[config.mk]
export PLATFORM = sky130hd
export DESIGN_NAME = sd_wb_sequencer_flat
export DESIGN_NICKNAME = d
export VERILOG_FILES = /design/src/rtl/sd_wb_sequencer_pkg.sv /design/src/rtl/sd_wb_sequencer_if.sv /design/src/rtl/sd_wb_sequencer_reset_stretch.sv /design/src/rtl/sd_wb_sequencer.sv /design/src/flat_wrapper.sv
export SDC_FILE = /design/constraint.sdc
export NUM_CORES = 1
export LEC_CHECK = 0
export ABC_CLOCK_PERIOD_IN_PS = 3800
export CORE_MARGIN = 8
export CORE_UTILIZATION = 30
export DETAILED_ROUTE_END_ITERATION = 8
export SYNTH_ARGS = -nofsm -noshare
export SYNTH_HDL_FRONTEND = slang
export SYNTH_SLANG_ARGS = --single-unit
export TNS_END_PERCENT = 100
[constraint.sdc]
create_clock -name clk -period 3.8 [get_ports clk]
set_input_delay 0.76 -clock clk [delete_from_list [all_inputs] [get_ports clk]]
set_output_delay 0.76 -clock clk [all_outputs]
set_load 0.1 [all_outputs]
[src/rtl/sd_wb_sequencer_pkg.sv]
`default_nettype none
// ============================================================================
// Module      : sd_seq_pkg
// Description : Op/status codes, FSM state type and helpers shared by the
//               SD Wishbone register-port sequencer.
// Revision    : 1.0 - initial release
// ============================================================================
package sd_seq_pkg;

    localparam logic [1:0] OP_WRITE    = 2'b00;
    localparam logic [1:0] OP_READ     = 2'b01;
    localparam logic [1:0] OP_POLL     = 2'b10;

    localparam logic [1:0] ST_OK       = 2'b00;
    localparam logic [1:0] ST_TIMEOUT  = 2'b01;
    localparam logic [1:0] ST_POLL_EXH = 2'b10;

    localparam logic [3:0] c_wb_sel_all = 4'hF;

    typedef enum logic [2:0] {
        RESET_HOLD = 3'd0,
        IDLE       = 3'd1,
        BUS        = 3'd2,
        GAP        = 3'd3,
        RESP       = 3'd4
    } seq_state_e;

    // Width of a counter that must hold the values 0 .. max_val-1.
    function automatic int cnt_width(input int max_val);
        return (max_val > 1) ? $clog2(max_val) : 1;
    endfunction

    function automatic logic poll_hit(input logic [31:0] dat,
                                      input logic [31:0] match,
                                      input logic [31:0] mask);
        return ((dat & mask) == (match & mask));
    endfunction

endpackage
`default_nettype wire

[src/rtl/sd_wb_sequencer_if.sv]
`default_nettype none
// ============================================================================
// Module      : sd_wb_sequencer_if
// Description : Request/response channel plus Wishbone master bus of the
//               SD register-port sequencer.
// Revision    : 1.0 - initial release
// ============================================================================
interface sd_wb_sequencer_if #(
    parameter int ADR_W = 8
);
    logic             req_valid;
    logic             req_ready;
    logic [1:0]       req_op;
    logic [ADR_W-1:0] req_adr;
    logic [31:0]      req_dat;
    logic [31:0]      req_mask;

    logic             rsp_valid;
    logic             rsp_ready;
    logic [31:0]      rsp_dat;
    logic [1:0]       rsp_status;

    logic [ADR_W-1:0] wb_adr_o;
    logic [31:0]      wb_dat_o;
    logic [31:0]      wb_dat_i;
    logic [3:0]       wb_sel_o;
    logic             wb_we_o;
    logic             wb_cyc_o;
    logic             wb_stb_o;
    logic             wb_ack_i;

    // Environment view: issues requests, consumes responses, acts as WB slave.
    modport master (
        output req_valid, req_op, req_adr, req_dat, req_mask, rsp_ready,
               wb_dat_i, wb_ack_i,
        input  req_ready, rsp_valid, rsp_dat, rsp_status,
               wb_adr_o, wb_dat_o, wb_sel_o, wb_we_o, wb_cyc_o, wb_stb_o
    );

    modport slave (
        input  req_valid, req_op, req_adr, req_dat, req_mask, rsp_ready,
               wb_dat_i, wb_ack_i,
        output req_ready, rsp_valid, rsp_dat, rsp_status,
               wb_adr_o, wb_dat_o, wb_sel_o, wb_we_o, wb_cyc_o, wb_stb_o
    );
endinterface
`default_nettype wire

[src/rtl/sd_wb_sequencer_reset_stretch.sv]
`default_nettype none
// ============================================================================
// Module      : sd_reset_stretch
// Description : Holds core_rst high for RESET_CYCLES edges after reset_n
//               release; rst_done marks the edge on which it drops.
// Revision    : 1.0 - initial release
// ============================================================================
module sd_reset_stretch
    import sd_seq_pkg::*;
#(
    parameter int RESET_CYCLES = 4
) (
    input  wire logic clk,
    input  wire logic reset_n,
    output logic      core_rst,
    output logic      rst_done
);

    localparam int                 c_cnt_w = cnt_width(RESET_CYCLES);
    localparam logic [c_cnt_w-1:0] c_last  = c_cnt_w'(RESET_CYCLES - 1);

    logic [c_cnt_w-1:0] r_cnt;
    logic               r_core_rst;

    // Combinational so the sequencer leaves RESET_HOLD on the same edge.
    assign rst_done = r_core_rst && (r_cnt == c_last);
    assign core_rst = r_core_rst;

    always_ff @(posedge clk or negedge reset_n) begin
        if (!reset_n) begin
            r_cnt      <= '0;
            r_core_rst <= 1'b1;
        end else if (r_core_rst) begin
            if (r_cnt == c_last) begin
                r_core_rst <= 1'b0;
            end else begin
                r_cnt <= r_cnt + 1'b1;
            end
        end
    end

endmodule
`default_nettype wire

[src/rtl/sd_wb_sequencer.sv]
`default_nettype none
// ============================================================================
// Module      : sd_wb_sequencer
// Description : Wishbone master front-end for the SD controller register
//               port: reset stretch, write/read/poll ops with ack timeout.
// Revision    : 1.0 - initial release
// ============================================================================
module sd_wb_sequencer
    import sd_seq_pkg::*;
#(
    parameter int ADR_W        = 8,
    parameter int RESET_CYCLES = 4,
    parameter int ACK_TIMEOUT  = 256,
    parameter int POLL_LIMIT   = 1024,
    parameter int POLL_GAP     = 16
) (
    input  wire logic        clk,
    input  wire logic        reset_n,
    output logic             core_rst,
    output logic             busy,
    sd_wb_sequencer_if.slave bus
);

    localparam int                  c_tmr_w     = cnt_width(ACK_TIMEOUT);
    localparam logic [c_tmr_w-1:0]  c_tmr_last  = c_tmr_w'((ACK_TIMEOUT > 0) ? ACK_TIMEOUT - 1 : 0);
    localparam int                  c_poll_w    = cnt_width(POLL_LIMIT);
    localparam logic [c_poll_w-1:0] c_poll_last = c_poll_w'(POLL_LIMIT - 1);
    localparam int                  c_gap_w     = cnt_width(POLL_GAP);
    localparam logic [c_gap_w-1:0]  c_gap_last  = c_gap_w'((POLL_GAP > 0) ? POLL_GAP - 1 : 0);

    seq_state_e          r_state,      w_state;
    logic                r_req_ready,  w_req_ready;
    logic [ADR_W-1:0]    r_adr,        w_adr;
    logic [31:0]         r_wdat,       w_wdat;
    logic [31:0]         r_mask,       w_mask;
    logic                r_we,         w_we;
    logic                r_poll,       w_poll;
    logic                r_cyc,        w_cyc;
    logic [c_poll_w-1:0] r_poll_cnt,   w_poll_cnt;
    logic [c_tmr_w-1:0]  r_tmr,        w_tmr;
    logic [c_gap_w-1:0]  r_gap_cnt,    w_gap_cnt;
    logic                r_rsp_valid,  w_rsp_valid;
    logic [31:0]         r_rsp_dat,    w_rsp_dat;
    logic [1:0]          r_rsp_status, w_rsp_status;
    logic                w_rst_done;

    sd_reset_stretch #(
        .RESET_CYCLES (RESET_CYCLES)
    ) u_reset_stretch (
        .clk      (clk),
        .reset_n  (reset_n),
        .core_rst (core_rst),
        .rst_done (w_rst_done)
    );

    always_comb begin
        w_state      = r_state;
        w_req_ready  = r_req_ready;
        w_adr        = r_adr;
        w_wdat       = r_wdat;
        w_mask       = r_mask;
        w_we         = r_we;
        w_poll       = r_poll;
        w_cyc        = r_cyc;
        w_poll_cnt   = r_poll_cnt;
        w_tmr        = r_tmr;
        w_gap_cnt    = r_gap_cnt;
        w_rsp_valid  = r_rsp_valid;
        w_rsp_dat    = r_rsp_dat;
        w_rsp_status = r_rsp_status;

        case (r_state)
            RESET_HOLD: begin
                if (w_rst_done) begin
                    w_state     = IDLE;
                    w_req_ready = 1'b1;
                end
            end

            IDLE: begin
                w_req_ready = 1'b1;
                if (r_req_ready && bus.req_valid) begin
                    w_req_ready = 1'b0;
                    w_adr       = bus.req_adr;
                    // wb_dat_o doubles as the poll match value.
                    w_wdat      = bus.req_dat;
                    w_mask      = bus.req_mask;
                    w_we        = (bus.req_op == OP_WRITE);
                    w_poll      = (bus.req_op == OP_POLL);
                    w_poll_cnt  = '0;
                    w_tmr       = '0;
                    w_cyc       = 1'b1;
                    w_state     = BUS;
                end
            end

            BUS: begin
                if (bus.wb_ack_i) begin
                    w_cyc        = 1'b0;
                    w_tmr        = '0;
                    w_rsp_dat    = r_we ? 32'h0 : bus.wb_dat_i;
                    w_rsp_status = ST_OK;
                    if (r_we || !r_poll || poll_hit(bus.wb_dat_i, r_wdat, r_mask)) begin
                        w_rsp_valid = 1'b1;
                        w_state     = RESP;
                    end else if (r_poll_cnt == c_poll_last) begin
                        w_rsp_status = ST_POLL_EXH;
                        w_rsp_valid  = 1'b1;
                        w_state      = RESP;
                    end else begin
                        w_poll_cnt = r_poll_cnt + 1'b1;
                        w_gap_cnt  = '0;
                        w_state    = GAP;
                    end
                end else if ((ACK_TIMEOUT != 0) && (r_tmr == c_tmr_last)) begin
                    w_cyc        = 1'b0;
                    w_tmr        = '0;
                    w_rsp_dat    = 32'h0;
                    w_rsp_status = ST_TIMEOUT;
                    w_rsp_valid  = 1'b1;
                    w_state      = RESP;
                end else begin
                    w_tmr = r_tmr + 1'b1;
                end
            end

            GAP: begin
                if (r_gap_cnt == c_gap_last) begin
                    w_cyc   = 1'b1;
                    w_tmr   = '0;
                    w_state = BUS;
                end else begin
                    w_gap_cnt = r_gap_cnt + 1'b1;
                end
            end

            RESP: begin
                if (bus.rsp_ready) begin
                    w_rsp_valid = 1'b0;
                    w_state     = IDLE;
                end
            end

            default: begin
                w_state = IDLE;
            end
        endcase
    end

    always_ff @(posedge clk or negedge reset_n) begin
        if (!reset_n) begin
            r_state      <= RESET_HOLD;
            r_req_ready  <= 1'b0;
            r_adr        <= '0;
            r_wdat       <= '0;
            r_mask       <= '0;
            r_we         <= 1'b0;
            r_poll       <= 1'b0;
            r_cyc        <= 1'b0;
            r_poll_cnt   <= '0;
            r_tmr        <= '0;
            r_gap_cnt    <= '0;
            r_rsp_valid  <= 1'b0;
            r_rsp_dat    <= '0;
            r_rsp_status <= ST_OK;
        end else begin
            r_state      <= w_state;
            r_req_ready  <= w_req_ready;
            r_adr        <= w_adr;
            r_wdat       <= w_wdat;
            r_mask       <= w_mask;
            r_we         <= w_we;
            r_poll       <= w_poll;
            r_cyc        <= w_cyc;
            r_poll_cnt   <= w_poll_cnt;
            r_tmr        <= w_tmr;
            r_gap_cnt    <= w_gap_cnt;
            r_rsp_valid  <= w_rsp_valid;
            r_rsp_dat    <= w_rsp_dat;
            r_rsp_status <= w_rsp_status;
        end
    end

    assign busy           = (r_state != IDLE);
    assign bus.req_ready  = r_req_ready;
    assign bus.rsp_valid  = r_rsp_valid;
    assign bus.rsp_dat    = r_rsp_dat;
    assign bus.rsp_status = r_rsp_status;
    assign bus.wb_adr_o   = r_adr;
    assign bus.wb_dat_o   = r_wdat;
    assign bus.wb_sel_o   = c_wb_sel_all;
    assign bus.wb_we_o    = r_we;
    assign bus.wb_cyc_o   = r_cyc;
    assign bus.wb_stb_o   = r_cyc;

endmodule
`default_nettype wire

[src/flat_wrapper.sv]
// flat-port wrapper written by rule: the top's interface ports become plain ports
module sd_wb_sequencer_flat import sd_seq_pkg::*;
#(
    parameter int ADR_W        = 8,
    parameter int RESET_CYCLES = 4,
    parameter int ACK_TIMEOUT  = 256,
    parameter int POLL_LIMIT   = 1024,
    parameter int POLL_GAP     = 16
)
  (clk, reset_n, core_rst, busy, bus_req_valid, bus_req_op, bus_req_adr, bus_req_dat, bus_req_mask, bus_rsp_ready, bus_wb_dat_i, bus_wb_ack_i, bus_req_ready, bus_rsp_valid, bus_rsp_dat, bus_rsp_status, bus_wb_adr_o, bus_wb_dat_o, bus_wb_sel_o, bus_wb_we_o, bus_wb_cyc_o, bus_wb_stb_o);
  sd_wb_sequencer_if #(.ADR_W(ADR_W)) bus_i ();
  input  wire logic clk;
  input  wire logic reset_n;
  output logic core_rst;
  output logic busy;
  input wire logic [$bits(bus_i.req_valid)-1:0] bus_req_valid;
  input wire logic [$bits(bus_i.req_op)-1:0] bus_req_op;
  input wire logic [$bits(bus_i.req_adr)-1:0] bus_req_adr;
  input wire logic [$bits(bus_i.req_dat)-1:0] bus_req_dat;
  input wire logic [$bits(bus_i.req_mask)-1:0] bus_req_mask;
  input wire logic [$bits(bus_i.rsp_ready)-1:0] bus_rsp_ready;
  input wire logic [$bits(bus_i.wb_dat_i)-1:0] bus_wb_dat_i;
  input wire logic [$bits(bus_i.wb_ack_i)-1:0] bus_wb_ack_i;
  output wire logic [$bits(bus_i.req_ready)-1:0] bus_req_ready;
  output wire logic [$bits(bus_i.rsp_valid)-1:0] bus_rsp_valid;
  output wire logic [$bits(bus_i.rsp_dat)-1:0] bus_rsp_dat;
  output wire logic [$bits(bus_i.rsp_status)-1:0] bus_rsp_status;
  output wire logic [$bits(bus_i.wb_adr_o)-1:0] bus_wb_adr_o;
  output wire logic [$bits(bus_i.wb_dat_o)-1:0] bus_wb_dat_o;
  output wire logic [$bits(bus_i.wb_sel_o)-1:0] bus_wb_sel_o;
  output wire logic [$bits(bus_i.wb_we_o)-1:0] bus_wb_we_o;
  output wire logic [$bits(bus_i.wb_cyc_o)-1:0] bus_wb_cyc_o;
  output wire logic [$bits(bus_i.wb_stb_o)-1:0] bus_wb_stb_o;
  assign bus_i.req_valid = bus_req_valid;
  assign bus_i.req_op = bus_req_op;
  assign bus_i.req_adr = bus_req_adr;
  assign bus_i.req_dat = bus_req_dat;
  assign bus_i.req_mask = bus_req_mask;
  assign bus_i.rsp_ready = bus_rsp_ready;
  assign bus_i.wb_dat_i = bus_wb_dat_i;
  assign bus_i.wb_ack_i = bus_wb_ack_i;
  assign bus_req_ready = bus_i.req_ready;
  assign bus_rsp_valid = bus_i.rsp_valid;
  assign bus_rsp_dat = bus_i.rsp_dat;
  assign bus_rsp_status = bus_i.rsp_status;
  assign bus_wb_adr_o = bus_i.wb_adr_o;
  assign bus_wb_dat_o = bus_i.wb_dat_o;
  assign bus_wb_sel_o = bus_i.wb_sel_o;
  assign bus_wb_we_o = bus_i.wb_we_o;
  assign bus_wb_cyc_o = bus_i.wb_cyc_o;
  assign bus_wb_stb_o = bus_i.wb_stb_o;
  sd_wb_sequencer #(.ADR_W(ADR_W), .RESET_CYCLES(RESET_CYCLES), .ACK_TIMEOUT(ACK_TIMEOUT), .POLL_LIMIT(POLL_LIMIT), .POLL_GAP(POLL_GAP)) u_core (.clk(clk), .reset_n(reset_n), .core_rst(core_rst), .busy(busy), .bus(bus_i));
endmodule
==> run_results.csv <==
group,metric,value,unit
synth,number_of_instances_in_the_synthesized_netlist,615,
sta,fin_skew,10.2,ps
sta,worst-slew-pin-transition,1070,ps
synth,postSynth.asyncResetShare,1.00,
clock_tree,clk_pin_slew,60,ps
global_routing,grt_first_pass_wirelength,29.2,mm
place,port_buffers,191,
floorplanning,core.rowCount,52,
detailed_routing,wirelength,18.4,mm
synth,postSynthRegisterBits,139,
sta,final.min_clock_period,2840,ps
critical_path,critical_path.top_delay_family,"buffers and inverters",
critical_path,critical_setup_path_kind,"flop to output pin",
sta,achievable-frequency,0.352,GHz
synth,post_synth.cell_area_avg,9.83,um2
sta,worst_hold_slack,378,ps
final_layout,postLayoutCoreUtil,0.442,
clock_tree,tritoncts_clock_tree,"yes",
final_layout,drive_gt1_frac,0.0627,
floorplanning,top_level_ports,196,
sta,final_max_tran_viols,0,
place,global_placement_routability_congestion,0.728,
critical_path,worst_path_cell_with_the_longest_stage_delay,"sky130_fd_sc_hd__clkdlybuf4s50_1",
critical_path,critical_path.max_fanout,3,
clock_tree,root_buffer,"sky130_fd_sc_hd__clkbuf_16",
sta,timing.final.crit_share,0.747,
floorplanning,die_height,158,um
global_routing,grt_start_max_net_pins,82,
critical_path,crit_required,3040,ps
floorplanning,initial_utilization,0.302,
synth,synth_seq_area_share,0.576,
synth,cell_area_after_synthesis,6050,um2
global_routing,grt_pass1_vias,5262,
detailed_routing,drc_violations_left,0,
final_layout,n_antenna_cell,0,
clock_tree,clock_latency,420,ps
critical_path,cp-end-kind,"output pin",
final_layout,synthToLayoutAreaGrowth,46.4,%
floorplanning,die_w,158,um
sta,final.setup.tns,0,ps
synth,yosys_warnings,0,
sta,final-hold-violation-count,0,
synth,most_used_flip_flop_cell_after_synthesis,"sky130_fd_sc_hd__dfrtp_1",
global_routing,number_of_antenna_violations_at_the_first_check_in_global_routing,0,
clock_tree,ctsHoldBuffers,0,
critical_path,path_cells,"clkdlybuf4s50_1",
clock_tree,cts_buffers,17,
power_and_ir_drop,leakage_power,0.00412,uW
floorplanning,die_area,25000,um2
detailed_routing,final_antenna_net_count,0,
worst_hold_path,holdCritPathClass,"input port to asynchronous set/reset pin",
global_routing,globalRoute.totalOverflow,0,
clock_tree,htreeDepth,4,
final_layout,final_net_count,917,
clock_tree,postCtsResizedCells,0,
detailed_routing,avgViaCountPerCell,4.57,
sta,finalSetupViolCount,0,
place,place_hpwl,13.1,mm
global_routing,global_route.usage.total,0.153,
sta,rsz0062_at_grt,"no",
run,drv_cap,0,
synth,synth_edf_count,0,
detailed_routing,drt-wirelength-per-cell,17.0,um
critical_path,max_stage_delay,1120,ps
detailed_routing,via_count,4953,
critical_path,worst-endpoint-arrival,2080,ps
clock_tree,cts_sinks,139,
critical_path,start_kind,"flop",
power_and_ir_drop,cellPowerDensity,1040,nW/um2
sta,timing.slew.headroom,0.284,
power_and_ir_drop,ir_drop,526,uV
floorplanning,core_area,20000,um2
status,run_status,"finished, final reports clean",
detailed_routing,firstDrtPassIters,4,
clock_tree,clk_path_buf_depth,2,
synth,post_synth_num_cell_types,47,
critical_path,path_buf_inv,1,
detailed_routing,drt_first_iter_violations,259,
clock_tree,postCtsSetupRepairBufs,0,
[synthesized netlist by cell type (3+ instances only)]
| library cell | instances | area share |
|---|---|---|
| sky130_fd_sc_hd__clkbuf_1 | 22 | 0.014 |
| sky130_fd_sc_hd__nand2_1 | 238 | 0.15 |
| sky130_fd_sc_hd__inv_1 | 3 | 0.0019 |
| sky130_fd_sc_hd__nor2_1 | 14 | 0.0087 |
| sky130_fd_sc_hd__a21oi_1 | 9 | 0.0074 |
| sky130_fd_sc_hd__nand3_1 | 8 | 0.0066 |
| sky130_fd_sc_hd__a22o_1 | 32 | 0.046 |
| sky130_fd_sc_hd__nand4_1 | 8 | 0.0083 |
| sky130_fd_sc_hd__dfrtp_1 | 138 | 0.57 |
| sky130_fd_sc_hd__nor2b_1 | 3 | 0.0031 |
| sky130_fd_sc_hd__nand2b_1 | 7 | 0.0072 |
| sky130_fd_sc_hd__mux2i_1 | 5 | 0.0083 |
| sky130_fd_sc_hd__a22oi_1 | 16 | 0.020 |
| sky130_fd_sc_hd__xor2_1 | 35 | 0.051 |
| sky130_fd_sc_hd__buf_4 | 7 | 0.0087 |
| sky130_fd_sc_hd__o21ai_0 | 14 | 0.012 |
| sky130_fd_sc_hd__o31ai_1 | 6 | 0.0074 |
| sky130_fd_sc_hd__and3_1 | 6 | 0.0062 |
| sky130_fd_sc_hd__or4_1 | 4 | 0.0050 |
| sky130_fd_sc_hd__o41ai_1 | 3 | 0.0043 |
| sky130_fd_sc_hd__ha_1 | 4 | 0.0083 |
[area by class of cell]
cell class,count,area [um2]
clock inverter,12,164
inverter,3,11.3
multi-input combinational,443,2430
tap,270,338
sequential,139,3480
timing repair buffer,198,1980
clock buffer,19,453
fill,1970,11200
[sequential cells by signal, summed over array words and instances (netlist names)]
signal / count
u_core.r_state: 3
u_core.r_poll_cnt: 10
u_core.r_gap_cnt: 4
u_core.bus.wb_adr_o: 8
u_core.u_reset_stretch.core_rst: 1
u_core.bus.rsp_valid: 1
u_core.bus.wb_dat_o: 32
u_core.bus.req_ready: 1
u_core.bus.rsp_status: 2
u_core.bus.wb_we_o: 1
u_core.r_mask: 32
u_core.r_poll: 1
u_core.bus.wb_cyc_o: 1
u_core.bus.rsp_dat: 32
u_core.u_reset_stretch.r_cnt: 2
u_core.r_tmr: 8
[worst paths after layout]
kind / end / slack (ps) / from / cells after the start
min in group clk: u_core.r_mask[12] / 470 / u_core.r_mask[12] / 2
max reg2reg: u_core.r_poll_cnt[5] / 1390 / u_core.r_state[1] / 6
min: u_core.bus.wb_adr_o[4] / 380 / reset_n / 1
max in group asynchronous: u_core.bus.rsp_dat[23] / 2610 / reset_n / 2
max: core_rst / 960 / u_core.u_reset_stretch.core_rst / 1
min reg2reg: u_core.r_mask[12] / 470 / u_core.r_mask[12] / 2
[metrics by stage]
stage / setup WS (ps) / cell area [um2] / std cells / total power (uW)
floorplan: 1320 / 6060 / 618 / 6160
global placement: 937 / 8240 / 1053 / 7500
detailed placement: 929 / 8240 / 1053 / 7540
CTS: 932 / 8850 / 1084 / 9300
global route: 908 / 8850 / 1084 / 9690
finish: 961 / 8850 / 1084 / 9190
[cells in the final DEF, fill, tap and decap left out, types with 4 or more instances in the layout]
cell type	count
sky130_fd_sc_hd__clkdlybuf4s50_1	189
sky130_fd_sc_hd__nand2b_1	7
sky130_fd_sc_hd__nand4_1	8
sky130_fd_sc_hd__dfrtp_1	138
sky130_fd_sc_hd__o31ai_1	6
sky130_fd_sc_hd__a21oi_1	9
sky130_fd_sc_hd__nor2_1	13
sky130_fd_sc_hd__clkbuf_16	17
sky130_fd_sc_hd__o21ai_0	14
sky130_fd_sc_hd__conb_1	4
sky130_fd_sc_hd__nand3_1	8
sky130_fd_sc_hd__buf_4	7
sky130_fd_sc_hd__xor2_1	35
sky130_fd_sc_hd__a22o_1	32
sky130_fd_sc_hd__nand2_1	238
sky130_fd_sc_hd__mux2i_1	5
sky130_fd_sc_hd__ha_1	4
sky130_fd_sc_hd__a22oi_1	16
sky130_fd_sc_hd__and3_1	6
sky130_fd_sc_hd__or4_1	4
sky130_fd_sc_hd__clkinvlp_4	4
[per-layer routing]
layer | vias up | part of all wire | GRT usage
met5 | - | 0 | 0
met4 | 0 | 0.0094 | 0.0471
met3 | 13 | 0.077 | 0.0541
met2 | 146 | 0.47 | 0.244
met1 | 2355 | 0.44 | 0.191
li1 | 2439 | - | -
[logic make-up (layout without fill, tap and decap cells)]
group	after synthesis	count (layout)	synth area share
buf+inv	36	232	0.0281
fa+ha+maj	4	4	0.00828
mux	7	7	0.0120
other cells	1	4	0.000620
compound gates	92	92	0.113
simple gates	301	301	0.211
flops	139	139	0.576
xor+xnor	35	35	0.0507
[power breakdown]
group	total [uW]	leakage (uW)	switching, uW	internal [uW]
clock network	1720	0.000288	647	1070
registers	2480	0.00177	428	2060
logic	4990	0.00206	3740	1250
total	9190	0.00412	4810	4370
No activity file was read; power rests on OpenSTA's default activity.
